[src/rtl/register_access_sequencer_if.sv]
// Bundle between the register-access sequencer and its neighbours: command in, bank masks/data, ALU operands/result.
// master = sequencer side, slave = decode/bank/ALU side.
interface register_access_sequencer_if;
    logic       cmd_valid;
    logic       cmd_ready;
    logic [2:0] cmd_src_a;
    logic [2:0] cmd_src_b;
    logic       cmd_imm_sel;
    logic [7:0] cmd_imm;
    logic [2:0] cmd_dst;
    logic       cmd_wr_en;
    logic [7:0] o_regmask_a;
    logic [7:0] o_regmask_b;
    logic [7:0] o_bus_a;
    logic [7:0] o_bus_b;
    logic       alu_valid;
    logic [7:0] alu_a;
    logic [7:0] alu_b;
    logic       alu_res_valid;
    logic [7:0] alu_res;
    logic [7:0] i_regmask;
    logic [7:0] i_bus;
    logic       setter;
    logic       done;

    modport master (
        input  cmd_valid, cmd_src_a, cmd_src_b, cmd_imm_sel, cmd_imm, cmd_dst, cmd_wr_en,
        input  o_bus_a, o_bus_b, alu_res_valid, alu_res,
        output cmd_ready, o_regmask_a, o_regmask_b, alu_valid, alu_a, alu_b,
        output i_regmask, i_bus, setter, done
    );

    modport slave (
        output cmd_valid, cmd_src_a, cmd_src_b, cmd_imm_sel, cmd_imm, cmd_dst, cmd_wr_en,
        output o_bus_a, o_bus_b, alu_res_valid, alu_res,
        input  cmd_ready, o_regmask_a, o_regmask_b, alu_valid, alu_a, alu_b,
        input  i_regmask, i_bus, setter, done
    );
endinterface

[src/rtl/register_access_sequencer.sv]
// Register-transfer sequencer: reads two bank registers via one-hot masks, runs the ALU, writes the result back.
// Latency: accept->commit 3 edges best case (READ, EXEC, WRITE); done follows one cycle later. Optional REGACC_ZERO_REG_EN makes r0 read as zero and drops writes to it.
// Backpressure: cmd_ready only in IDLE; EXEC stalls indefinitely until alu_res_valid.
module register_access_sequencer (
    input  logic clk,
    input  logic rst_n,
    register_access_sequencer_if.master bus
);

`ifdef REGACC_ZERO_REG_EN
    localparam bit ZERO_REG = 1'b1;
`else
    localparam bit ZERO_REG = 1'b0;
`endif

    localparam logic [1:0] ST_IDLE  = 2'd0;
    localparam logic [1:0] ST_READ  = 2'd1;
    localparam logic [1:0] ST_EXEC  = 2'd2;
    localparam logic [1:0] ST_WRITE = 2'd3;

    logic [1:0] state;
    logic [1:0] state_nxt;

    logic [2:0] src_a_q;
    logic [2:0] src_b_q;
    logic [2:0] dst_q;
    logic       imm_sel_q;
    logic       wr_en_q;
    logic [7:0] imm_q;

    logic [7:0] alu_a_q;
    logic [7:0] alu_b_q;
    logic [7:0] i_bus_q;
    logic       done_q;

    logic       accept;
    logic       res_take;
    logic       write_eff;
    logic [7:0] opnd_a;
    logic [7:0] opnd_b;

    function automatic logic is_zero_reg(input logic [2:0] idx);
        return ZERO_REG && (idx == 3'd0);
    endfunction

    // A hardwired-zero r0 never gets a mask bit, on either the read or write side.
    function automatic logic [7:0] reg_mask(input logic [2:0] idx);
        return is_zero_reg(idx) ? 8'h00 : (8'h01 << idx);
    endfunction

    assign accept    = bus.cmd_valid && (state == ST_IDLE);
    assign res_take  = (state == ST_EXEC) && bus.alu_res_valid;
    assign write_eff = wr_en_q && !is_zero_reg(dst_q);

    assign opnd_a = is_zero_reg(src_a_q) ? 8'h00 : bus.o_bus_a;
    assign opnd_b = imm_sel_q ? imm_q : (is_zero_reg(src_b_q) ? 8'h00 : bus.o_bus_b);

    always_comb begin
        state_nxt = state;
        case (state)
            ST_IDLE:  if (accept) state_nxt = ST_READ;
            ST_READ:  state_nxt = ST_EXEC;
            ST_EXEC:  if (bus.alu_res_valid) state_nxt = write_eff ? ST_WRITE : ST_IDLE;
            ST_WRITE: state_nxt = ST_IDLE;
            default:  state_nxt = ST_IDLE;
        endcase
    end

    always_ff @(posedge clk) begin
        if (!rst_n) begin
            state     <= ST_IDLE;
            src_a_q   <= 3'd0;
            src_b_q   <= 3'd0;
            dst_q     <= 3'd0;
            imm_sel_q <= 1'b0;
            wr_en_q   <= 1'b0;
            imm_q     <= 8'h00;
            alu_a_q   <= 8'h00;
            alu_b_q   <= 8'h00;
            i_bus_q   <= 8'h00;
            done_q    <= 1'b0;
        end else begin
            state  <= state_nxt;
            done_q <= (res_take && !write_eff) || (state == ST_WRITE);
            if (accept) begin
                src_a_q   <= bus.cmd_src_a;
                src_b_q   <= bus.cmd_src_b;
                dst_q     <= bus.cmd_dst;
                imm_sel_q <= bus.cmd_imm_sel;
                wr_en_q   <= bus.cmd_wr_en;
                imm_q     <= bus.cmd_imm;
            end
            // Bank data is combinational from the READ masks, so it is valid to sample here.
            if (state == ST_READ) begin
                alu_a_q <= opnd_a;
                alu_b_q <= opnd_b;
            end
            if (res_take) begin
                i_bus_q <= bus.alu_res;
            end
        end
    end

    assign bus.cmd_ready   = (state == ST_IDLE);
    assign bus.o_regmask_a = (state == ST_READ) ? reg_mask(src_a_q) : 8'h00;
    assign bus.o_regmask_b = ((state == ST_READ) && !imm_sel_q) ? reg_mask(src_b_q) : 8'h00;
    assign bus.alu_valid   = (state == ST_EXEC);
    assign bus.alu_a       = alu_a_q;
    assign bus.alu_b       = alu_b_q;
    assign bus.i_regmask   = (state == ST_WRITE) ? reg_mask(dst_q) : 8'h00;
    assign bus.i_bus       = i_bus_q;
    // Gated by rst_n so a reset landing on the WRITE cycle cannot commit.
    assign bus.setter      = (state == ST_WRITE) && rst_n;
    assign bus.done        = done_q;

    a_mask_a_onehot: assert property (@(posedge clk) disable iff (!rst_n) $onehot0(bus.o_regmask_a));
    a_mask_b_onehot: assert property (@(posedge clk) disable iff (!rst_n) $onehot0(bus.o_regmask_b));
    a_wmask_onehot:  assert property (@(posedge clk) disable iff (!rst_n) $onehot0(bus.i_regmask));

endmodule
[src/flat_wrapper.sv]
// flat-port wrapper written by rule: the top's interface ports become plain ports
module register_access_sequencer_flat 
  (clk, rst_n, bus_cmd_valid, bus_cmd_src_a, bus_cmd_src_b, bus_cmd_imm_sel, bus_cmd_imm, bus_cmd_dst, bus_cmd_wr_en, bus_o_bus_a, bus_o_bus_b, bus_alu_res_valid, bus_alu_res, bus_cmd_ready, bus_o_regmask_a, bus_o_regmask_b, bus_alu_valid, bus_alu_a, bus_alu_b, bus_i_regmask, bus_i_bus, bus_setter, bus_done);
  register_access_sequencer_if bus_i ();
  input  logic clk;
  input  logic rst_n;
  input wire logic [$bits(bus_i.cmd_valid)-1:0] bus_cmd_valid;
  input wire logic [$bits(bus_i.cmd_src_a)-1:0] bus_cmd_src_a;
  input wire logic [$bits(bus_i.cmd_src_b)-1:0] bus_cmd_src_b;
  input wire logic [$bits(bus_i.cmd_imm_sel)-1:0] bus_cmd_imm_sel;
  input wire logic [$bits(bus_i.cmd_imm)-1:0] bus_cmd_imm;
  input wire logic [$bits(bus_i.cmd_dst)-1:0] bus_cmd_dst;
  input wire logic [$bits(bus_i.cmd_wr_en)-1:0] bus_cmd_wr_en;
  input wire logic [$bits(bus_i.o_bus_a)-1:0] bus_o_bus_a;
  input wire logic [$bits(bus_i.o_bus_b)-1:0] bus_o_bus_b;
  input wire logic [$bits(bus_i.alu_res_valid)-1:0] bus_alu_res_valid;
  input wire logic [$bits(bus_i.alu_res)-1:0] bus_alu_res;
  output wire logic [$bits(bus_i.cmd_ready)-1:0] bus_cmd_ready;
  output wire logic [$bits(bus_i.o_regmask_a)-1:0] bus_o_regmask_a;
  output wire logic [$bits(bus_i.o_regmask_b)-1:0] bus_o_regmask_b;
  output wire logic [$bits(bus_i.alu_valid)-1:0] bus_alu_valid;
  output wire logic [$bits(bus_i.alu_a)-1:0] bus_alu_a;
  output wire logic [$bits(bus_i.alu_b)-1:0] bus_alu_b;
  output wire logic [$bits(bus_i.i_regmask)-1:0] bus_i_regmask;
  output wire logic [$bits(bus_i.i_bus)-1:0] bus_i_bus;
  output wire logic [$bits(bus_i.setter)-1:0] bus_setter;
  output wire logic [$bits(bus_i.done)-1:0] bus_done;
  assign bus_i.cmd_valid = bus_cmd_valid;
  assign bus_i.cmd_src_a = bus_cmd_src_a;
  assign bus_i.cmd_src_b = bus_cmd_src_b;
  assign bus_i.cmd_imm_sel = bus_cmd_imm_sel;
  assign bus_i.cmd_imm = bus_cmd_imm;
  assign bus_i.cmd_dst = bus_cmd_dst;
  assign bus_i.cmd_wr_en = bus_cmd_wr_en;
  assign bus_i.o_bus_a = bus_o_bus_a;
  assign bus_i.o_bus_b = bus_o_bus_b;
  assign bus_i.alu_res_valid = bus_alu_res_valid;
  assign bus_i.alu_res = bus_alu_res;
  assign bus_cmd_ready = bus_i.cmd_ready;
  assign bus_o_regmask_a = bus_i.o_regmask_a;
  assign bus_o_regmask_b = bus_i.o_regmask_b;
  assign bus_alu_valid = bus_i.alu_valid;
  assign bus_alu_a = bus_i.alu_a;
  assign bus_alu_b = bus_i.alu_b;
  assign bus_i_regmask = bus_i.i_regmask;
  assign bus_i_bus = bus_i.i_bus;
  assign bus_setter = bus_i.setter;
  assign bus_done = bus_i.done;
  register_access_sequencer u_core (.clk(clk), .rst_n(rst_n), .bus(bus_i));
endmodule
[config.mk]
export PLATFORM = sky130hd
export DESIGN_NAME = register_access_sequencer_flat
export DESIGN_NICKNAME = d
export VERILOG_FILES = /design/src/rtl/register_access_sequencer_if.sv /design/src/rtl/register_access_sequencer.sv /design/src/flat_wrapper.sv
export SDC_FILE = /design/constraint.sdc
export NUM_CORES = 1
export LEC_CHECK = 0
export CAP_MARGIN = 40
export CORE_ASPECT_RATIO = 1.4
export CORE_MARGIN = 2
export CORE_UTILIZATION = 45
export DETAILED_ROUTE_END_ITERATION = 10
export DONT_BUFFER_PORTS = 1
export PLACE_DENSITY_LB_ADDON = 0.05
export SLEW_MARGIN = 5
export SYNTH_ARGS = -nofsm -noshare
export SYNTH_HDL_FRONTEND = slang
export SYNTH_SLANG_ARGS = --single-unit
[constraint.sdc]
create_clock -name clk -period 1.69 [get_ports clk]
set_input_delay 0.338 -clock clk [delete_from_list [all_inputs] [get_ports clk]]
set_output_delay 0.338 -clock clk [all_outputs]
set_load 0.01 [all_outputs]
==> impl_metrics.yaml <==
floorplan:
  die_area_um2: 4930
  placeableCoreArea_um2: 4200
  initial_core_util_pct: 46.8
  rows: 28
  ios: 99
  die_width_um: 59.9
  die_h_um: 82.3
yosys:
  post_synth_num_cell_types: 29
  synthArstFlopShare_pct: 0
  synth.most_common_cell: "sky130_fd_sc_hd__nand2_1"
  yosys_most_used_dff: "sky130_fd_sc_hd__dfxtp_1"
  synth-seq-cells: 46
  synth_top_cell_by_area: "sky130_fd_sc_hd__dfxtp_1"
  synthesis.area_per_instance_um2: 7.91
  mapped_cell_area_um2: 1970
  yosysSeqAreaShare_pct: 46.8
  synth_nets: 296
  synthMuxAreaShare_pct: 4.07
  netlist_top_cells_area: "sky130_fd_sc_hd__dfxtp_1 47%, sky130_fd_sc_hd__nand2_1 9.1%, sky130_fd_sc_hd__nand3_1 7.1%"
  synth_compound_area_share_pct: 15.7
  synth_top_area_share_pct: 46.8
  synth.yosys.warnings: 0
  largest_family_of_logic_cells_by_synthesized_area: "simple AND/OR/NAND/NOR gates"
  synth_xor_xnor_area_share_pct: 0
  number_of_synthesized_flops_with_an_enable_pin: 0
  synth_fa_ha_area_share_pct: 0
  yosys.area_share.simple_pct: 27.7
  yosys-top-cells-count: "48 x sky130_fd_sc_hd__nand2_1, 46 x sky130_fd_sc_hd__dfxtp_1, 28 x sky130_fd_sc_hd__nand3_1"
  syn-instance-count: 249
cells_and_area:
  count_of_inserted_antenna_diode_cells: 0
  layout_overhead_on_the_synthesized_area_pct: 10.5
  drive_above_1_share_pct: 14.2
  finish.net_count: 293
  fin_cells: 292
  final_design_area_no_fill_um2: 2180
drt:
  num_vias: 1658
  avgRoutedWirePerCell_um: 15.0
  drt_iter0_markers: 88
  detail_route.drc_violations: 0
  drtAntennaViolNets: 0
  number_of_iterations_in_the_first_detailed_routing_pass: 4
  viasPerCell: 5.68
  drt-total-wl_um: 4370
global_routing:
  grt_pass1_vias: 1434
  global_route.usage.total_pct: 17.9
  grt-ovfl-total: 0
  initial_antenna_violation_count: 0
  grt_start_max_net_pins: 75
  grt_first_pass_wirelength_um: 6780
clocking:
  cts_buffer_depth: 2
  clock-sinks: 46
  cts_clk_pin_slew_worst_paths_ns: 0.08
  cts-htree-levels: 2
  cts_root_buf: "sky130_fd_sc_hd__clkbuf_8"
  clock_latency_ns: 0.29
  cts_buffers: 5
  tritoncts_clock_tree: "done"
sta:
  setup_violations: 1
  achievable_frequency_mhz: 589
  post-route-period-util_pct: 100
  worst_clock_skew_ns: 0.00966
  rsz_0062_raised_after_global_routing: "true"
  slew_headroom_pct: 66.1
  finalHoldViolations: 0
  drv_slew: 0
  setup_slack_ns: -0.00714
  post-route-min-period_ns: 1.70
  timing_worst_slew_pin_value_ns: 0.509
placement:
  dpl-instance-area_um2: 2020
  gp_routability_congestion: 0.702
  place_hpwl_um: 3090
  dp.cells: 284
  pre_cts_ws_ns: 0.244
  buffer_ports.inserted: 0
worst_setup_path:
  criticalPathCategory: "reg -> out"
  worst_ep_required_time_ns: 1.35
  cp_cell_sequence: "nand2b_4 -> or3_4 -> nor3_2 -> buf_4"
  setup.reg_to_reg.worst_slack_ns: 0.35
  crit_path_max_incr_delay_ns: 0.35
  cell_type_of_the_slowest_stage_on_the_worst_timing_path: "sky130_fd_sc_hd__dfxtp_2"
  crit_arrival_ns: 1.36
  critical_path.startpoint_type: "flop"
  reg2reg_from: "u_core.state[0]$_SDFFE_PN0P_"
  r2r-end: "u_core.bus.i_bus[2]$_SDFFE_PN0P_"
  rr_worst_depth: 4
  setup.worst_path.end: "bus_o_regmask_b[0]"
  worst_setup_path_startpoint: "u_core.state[1]$_SDFFE_PN0P_"
  crit_end_element: "output pin"
  timing.critical_path.fanout_max: 4
run_status:
  violations: "negative setup slack"
  outcome: "complete, but fails checks"
run:
  drv.max_cap_violation_count: 0
worst_hold_path:
  min_path_type: "in -> reg"
  hold_path.startpoint: "bus_o_bus_a[5]"
pwr:
  static-leakage-power_uw: 0.000748
  power_density_nw_per_um2: 980
  peakVddDrop_mv: 0.602
how the worst min path moves through the flow:
stage | end | slack, ns | depth (start not counted)
6_report | u_core.bus.alu_a[5]$_SDFFE_PN0P_ | 0.17 | 2
5_1_grt | u_core.imm_q[2]$_SDFFE_PN0P_ | 0.16 | 2
4_1_cts | u_core.bus.alu_a[5]$_SDFFE_PN0P_ | 0.16 | 2
3_5_place_dp | u_core.imm_q[2]$_SDFFE_PN0P_ | 0.45 | 2
3_3_place_gp | u_core.imm_q[5]$_SDFFE_PN0P_ | 0.45 | 2
2_1_floorplan | u_core.imm_q[0]$_SDFFE_PN0P_ | 0.44 | 2
sequential cells by signal, indices dropped and copies added (netlist names):
name	count
u_core.bus.alu_b	8
u_core.bus.done	1
u_core.src_a_q	3
u_core.state	2
u_core.wr_en_q	1
u_core.bus.i_bus	8
u_core.imm_q	8
u_core.src_b_q	3
u_core.bus.alu_a	8
u_core.dst_q	3
u_core.imm_sel_q	1
per-layer routing:
layer	wire [um]	share of wire, %	up-vias	track usage [%]
met5	0	0	-	0
met2	2180	50	63	29.6
met1	1790	41	746	21.7
met3	349	8.0	4	5.45
li1	-	-	845	-
met4	48	1.1	0	6.67
through the flow:
step	util, %	setup TNS, ns	hold WS [ns]	power (uW)
global placement	47.9	0	0.446	1460
finish	51.8	-0.00714	0.172	2130
floorplan	-	0	0.436	1430
global route	51.8	-0.212	0.163	2250
detailed placement	47.9	0	0.454	1470
CTS	50.7	-0.0129	0.159	2160
area by class of cell:
| cell class | instances | area, um2 |
|---|---|---|
| fill | 413 | 2030 |
| multi-input combinational | 181 | 1010 |
| tap | 45 | 56.3 |
| sequential | 46 | 927 |
| clock inverter | 1 | 5.00 |
| inverter | 2 | 7.51 |
| timing repair buffer | 10 | 87.6 |
| clock buffer | 7 | 86.3 |
worst max-delay path, delay by kind of cell, from the launching register on:
family	cells	cell delay, ns
and+or+nand+nor	3	0.60
DFF	1	0.35
buffers and inverters	1	0.14
cell families after synthesis:
| kind of cell | count (synthesis) |
|---|---|
| muxes | 8 |
| AOI/OAI and AO/OA | 56 |
| DFF | 46 |
| buffers and inverters | 22 |
| and+or+nand+nor | 117 |
power by group:
| part | total [uW] | internal [uW] | switching (uW) | leakage (uW) |
|---|---|---|---|---|
| clock | 676 | 330 | 346 | 0.0000482 |
| sequential | 1230 | 1150 | 72.1 | 0.000378 |
| combinational | 233 | 103 | 131 | 0.000322 |
cells in the final DEF (no fill, tap or decap):
| master | n |
|---|---|
| sky130_fd_sc_hd__a21oi_1 | 9 |
| sky130_fd_sc_hd__and3_1 | 1 |
| sky130_fd_sc_hd__nor3_2 | 6 |
| sky130_fd_sc_hd__nor3b_4 | 1 |
| sky130_fd_sc_hd__nor4_2 | 1 |
| sky130_fd_sc_hd__buf_4 | 9 |
| sky130_fd_sc_hd__nand3b_1 | 2 |
| sky130_fd_sc_hd__a31o_2 | 1 |
| sky130_fd_sc_hd__clkinv_2 | 1 |
| sky130_fd_sc_hd__a21o_1 | 1 |
| sky130_fd_sc_hd__a21boi_1 | 5 |
| sky130_fd_sc_hd__nor2b_4 | 1 |
| sky130_fd_sc_hd__o21ai_0 | 20 |
| sky130_fd_sc_hd__nand2b_1 | 6 |
| sky130_fd_sc_hd__dfxtp_1 | 43 |
| sky130_fd_sc_hd__mux2i_1 | 8 |
| sky130_fd_sc_hd__nand2b_4 | 1 |
| sky130_fd_sc_hd__or3_4 | 1 |
| sky130_fd_sc_hd__clkbuf_1 | 1 |
| sky130_fd_sc_hd__nor2_1 | 15 |
| sky130_fd_sc_hd__a21boi_0 | 4 |
| sky130_fd_sc_hd__dfxtp_4 | 1 |
| sky130_fd_sc_hd__or3b_4 | 1 |
| sky130_fd_sc_hd__buf_12 | 1 |
| sky130_fd_sc_hd__o21ai_1 | 16 |
| sky130_fd_sc_hd__and3b_1 | 1 |
| sky130_fd_sc_hd__nand3_1 | 28 |
| sky130_fd_sc_hd__nand2_1 | 48 |
| sky130_fd_sc_hd__dfxtp_2 | 2 |
| sky130_fd_sc_hd__clkbuf_8 | 6 |
| sky130_fd_sc_hd__nor2_4 | 2 |
| sky130_fd_sc_hd__nor3_1 | 2 |
| sky130_fd_sc_hd__inv_1 | 2 |
repair_timing:
action	CTS	global route
setup buffers	0	0
pin swaps	0	2
cloned	0	0
gates resized for setup	6	12
setup endpoints to repair	8	12
hold buffers	0	0
No activity file was read; power rests on OpenSTA's default activity.
==> patch: new RTL, same settings <==
Add a define of `REGACC_ZERO_REG_EN`.
--- a/src/rtl/register_access_sequencer.sv
+++ b/src/rtl/register_access_sequencer.sv
@@ -2,4 +2,6 @@
 // Latency: accept->commit 3 edges best case (READ, EXEC, WRITE); done follows one cycle later. Optional REGACC_ZERO_REG_EN makes r0 read as zero and drops writes to it.
 // Backpressure: cmd_ready only in IDLE; EXEC stalls indefinitely until alu_res_valid.
+`define REGACC_ZERO_REG_EN
+
 module register_access_sequencer (
     input  logic clk,
Behaviour: not the same (a bounded check fails within 4 cycles, from zero or initial values and one cycle with rst_n low).
==> patch against the unedited design <==
- area after synthesis is 6.7% higher
- final cell count is 11% higher
- count of clock-buffer cells in the layout is 2 lower
- setup slack better by 100 ps
- sequential cell count stayed put
- critical endpoint is now bus_i_regmask[2]
- cell area is 8.2% higher
- total power is 5.5% higher
- wire length is 11% higher
==> patch: results (changes against the unedited design) <==
| Metric | Value |
|---|---|
| Sequential fraction of the synthesis area | `43.8% (was 46.8%)` |
| Vias in the first global route | `1,630 (was 1,434)` |
| Worst setup path end | `bus_i_regmask[2] (was bus_o_regmask_b[0])` |
| Leak pwr | `0.843 nW (was 0.748 nW)` |
| Status | `complete, no violations (was finished, violations left)` |
| Slowest CP cell | `dfxtp_4 (was dfxtp_2)` |
| Initial DRC Count | `69 (was 88)` |
| Via Count | `1,744 (was 1,658)` |
| WHS Path Cells | `1 (was 2)` |
| Routed WL | `4870 um (was 4370 um)` |
| Layout cells sized above 1 | `16.3% (was 14.2%)` |
| # fillers | `483 (was 413)` |
| Commonest cells post-synth | `nand2_1 (60), dfxtp_1 (46), a21boi_0 (24) (was nand2_1 (48), dfxtp_1 (46), nand3_1 (28))` |
| Hold path startpoint | `bus_alu_res_valid (was bus_o_bus_a[5])` |
| Cell Count, Final, Fillers Out | `325 (was 292)` |
| All-Layer GR Usage | `19.2% (was 17.9%)` |
| Switching Fraction | `24.8% (was 25.7%)` |
| Internal reg-to-reg setup slack | `330 ps (was 350 ps)` |
| Reg2reg end | `u_core.state[0]$_SDFFE_PN0P_ (was u_core.bus.i_bus[2]$_SDFFE_PN0P_)` |
| Synth top area cells | `dfxtp_1 (44%), nand2_1 (11%), a21boi_0 (8.6%) (was dfxtp_1 (47%), nand2_1 (9.1%), nand3_1 (7.1%))` |
| Detailed-placement wirelength estimate | `3450 um (was 3090 um)` |
| Max H-tree Level | `2 (unchanged)` |
| Skew final | `6.11 ps (was 9.66 ps)` |
| VDD IR-drop max | `0.000598 V (was 0.000602 V)` |
| Final nets | `309 (was 293)` |
| Largest net degree at the start of global routing | `48 (was 75)` |
| Critical Path Max Stage Delay | `370 ps (was 350 ps)` |
| First-pass GRT wire length | `7640 um (was 6780 um)` |
| Crit-path max FO | `8 (was 4)` |
| Dpl cells | `317 (was 284)` |
| Gp weighted congestion | `0.769 (was 0.702)` |
-- patch: cell families after synthesis --
logic type	Yosys count	synth area share, %
flops	46	43.8
simple gates	124	28.1
compound gates	64	21.3
buf+inv	22	6.67
other cells	1	0.179
-- patch: worst min path at each step --
| stage | to | slack (ps) |
|---|---|---|
| 6_report | u_core.state[1]$_SDFFE_PN0P_ | 130 |
| 5_1_grt | u_core.state[1]$_SDFFE_PN0P_ | 120 |
| 4_1_cts | u_core.state[1]$_SDFFE_PN0P_ | 130 |
| 3_5_place_dp | u_core.state[1]$_SDFFE_PN0P_ | 450 |
| 3_3_place_gp | u_core.imm_q[1]$_SDFFE_PN0P_ | 450 |
| 2_1_floorplan | u_core.wr_en_q$_SDFFE_PN0P_ | 440 |
-- patch: critical path: cells and delay by family, from the launching register on --
kind	cells	cell delay, ps
DFF	1	370
and+or+nand+nor	2	430
buffers and inverters	1	160
-- patch: final cells by class --
class | instances | area share (%)
well taps | 62 | 3.29
flip-flops and latches | 46 | 39.4
multi-input cells | 191 | 47.0
clock inverters | 3 | 1.70
repair buffers | 18 | 5.74
clock buffers | 5 | 2.92
-- patch: layer usage --
layer	global-route usage (%)	vias up	part of all wire, %
met5	0	-	0
met4	5.22	0	1.1
met3	5.64	5	7.5
met2	32.2	64	50
met1	23.3	792	41
li1	-	883	-
-- patch: power groups by stage --
| stage | Clock (mW) | Combinational [mW] | Sequential [mW] |
|---|---|---|---|
| 6_report | 0.795 | 0.256 | 1.20 |
| 5_1_grt | 0.861 | 0.289 | 1.21 |
| 4_1_cts | 0.823 | 0.258 | 1.20 |
| 3_5_place_dp | 0 | 0.255 | 1.22 |
| 3_3_place_gp | 0 | 0.252 | 1.22 |
| 2_1_floorplan | 0 | 0.232 | 1.21 |
-- patch: metrics by stage --
step | setup WS [ps] | total power [mW] | cell area [um2] | utilization (%)
floorplan | 125 | 1.44 | 2110 | -
global placement | 270 | 1.47 | 2180 | 48.5
detailed placement | 240 | 1.48 | 2180 | 48.5
CTS | -8.19 | 2.28 | 2310 | 51.4
global route | -2.49 | 2.36 | 2360 | 52.4
finish | 97.1 | 2.25 | 2360 | 52.4
-- patch: what timing repair did --
action,4_1_cts,5_1_grt
endpoints found under the setup margin,3,15
pin swaps,0,1
resized for setup,4,12
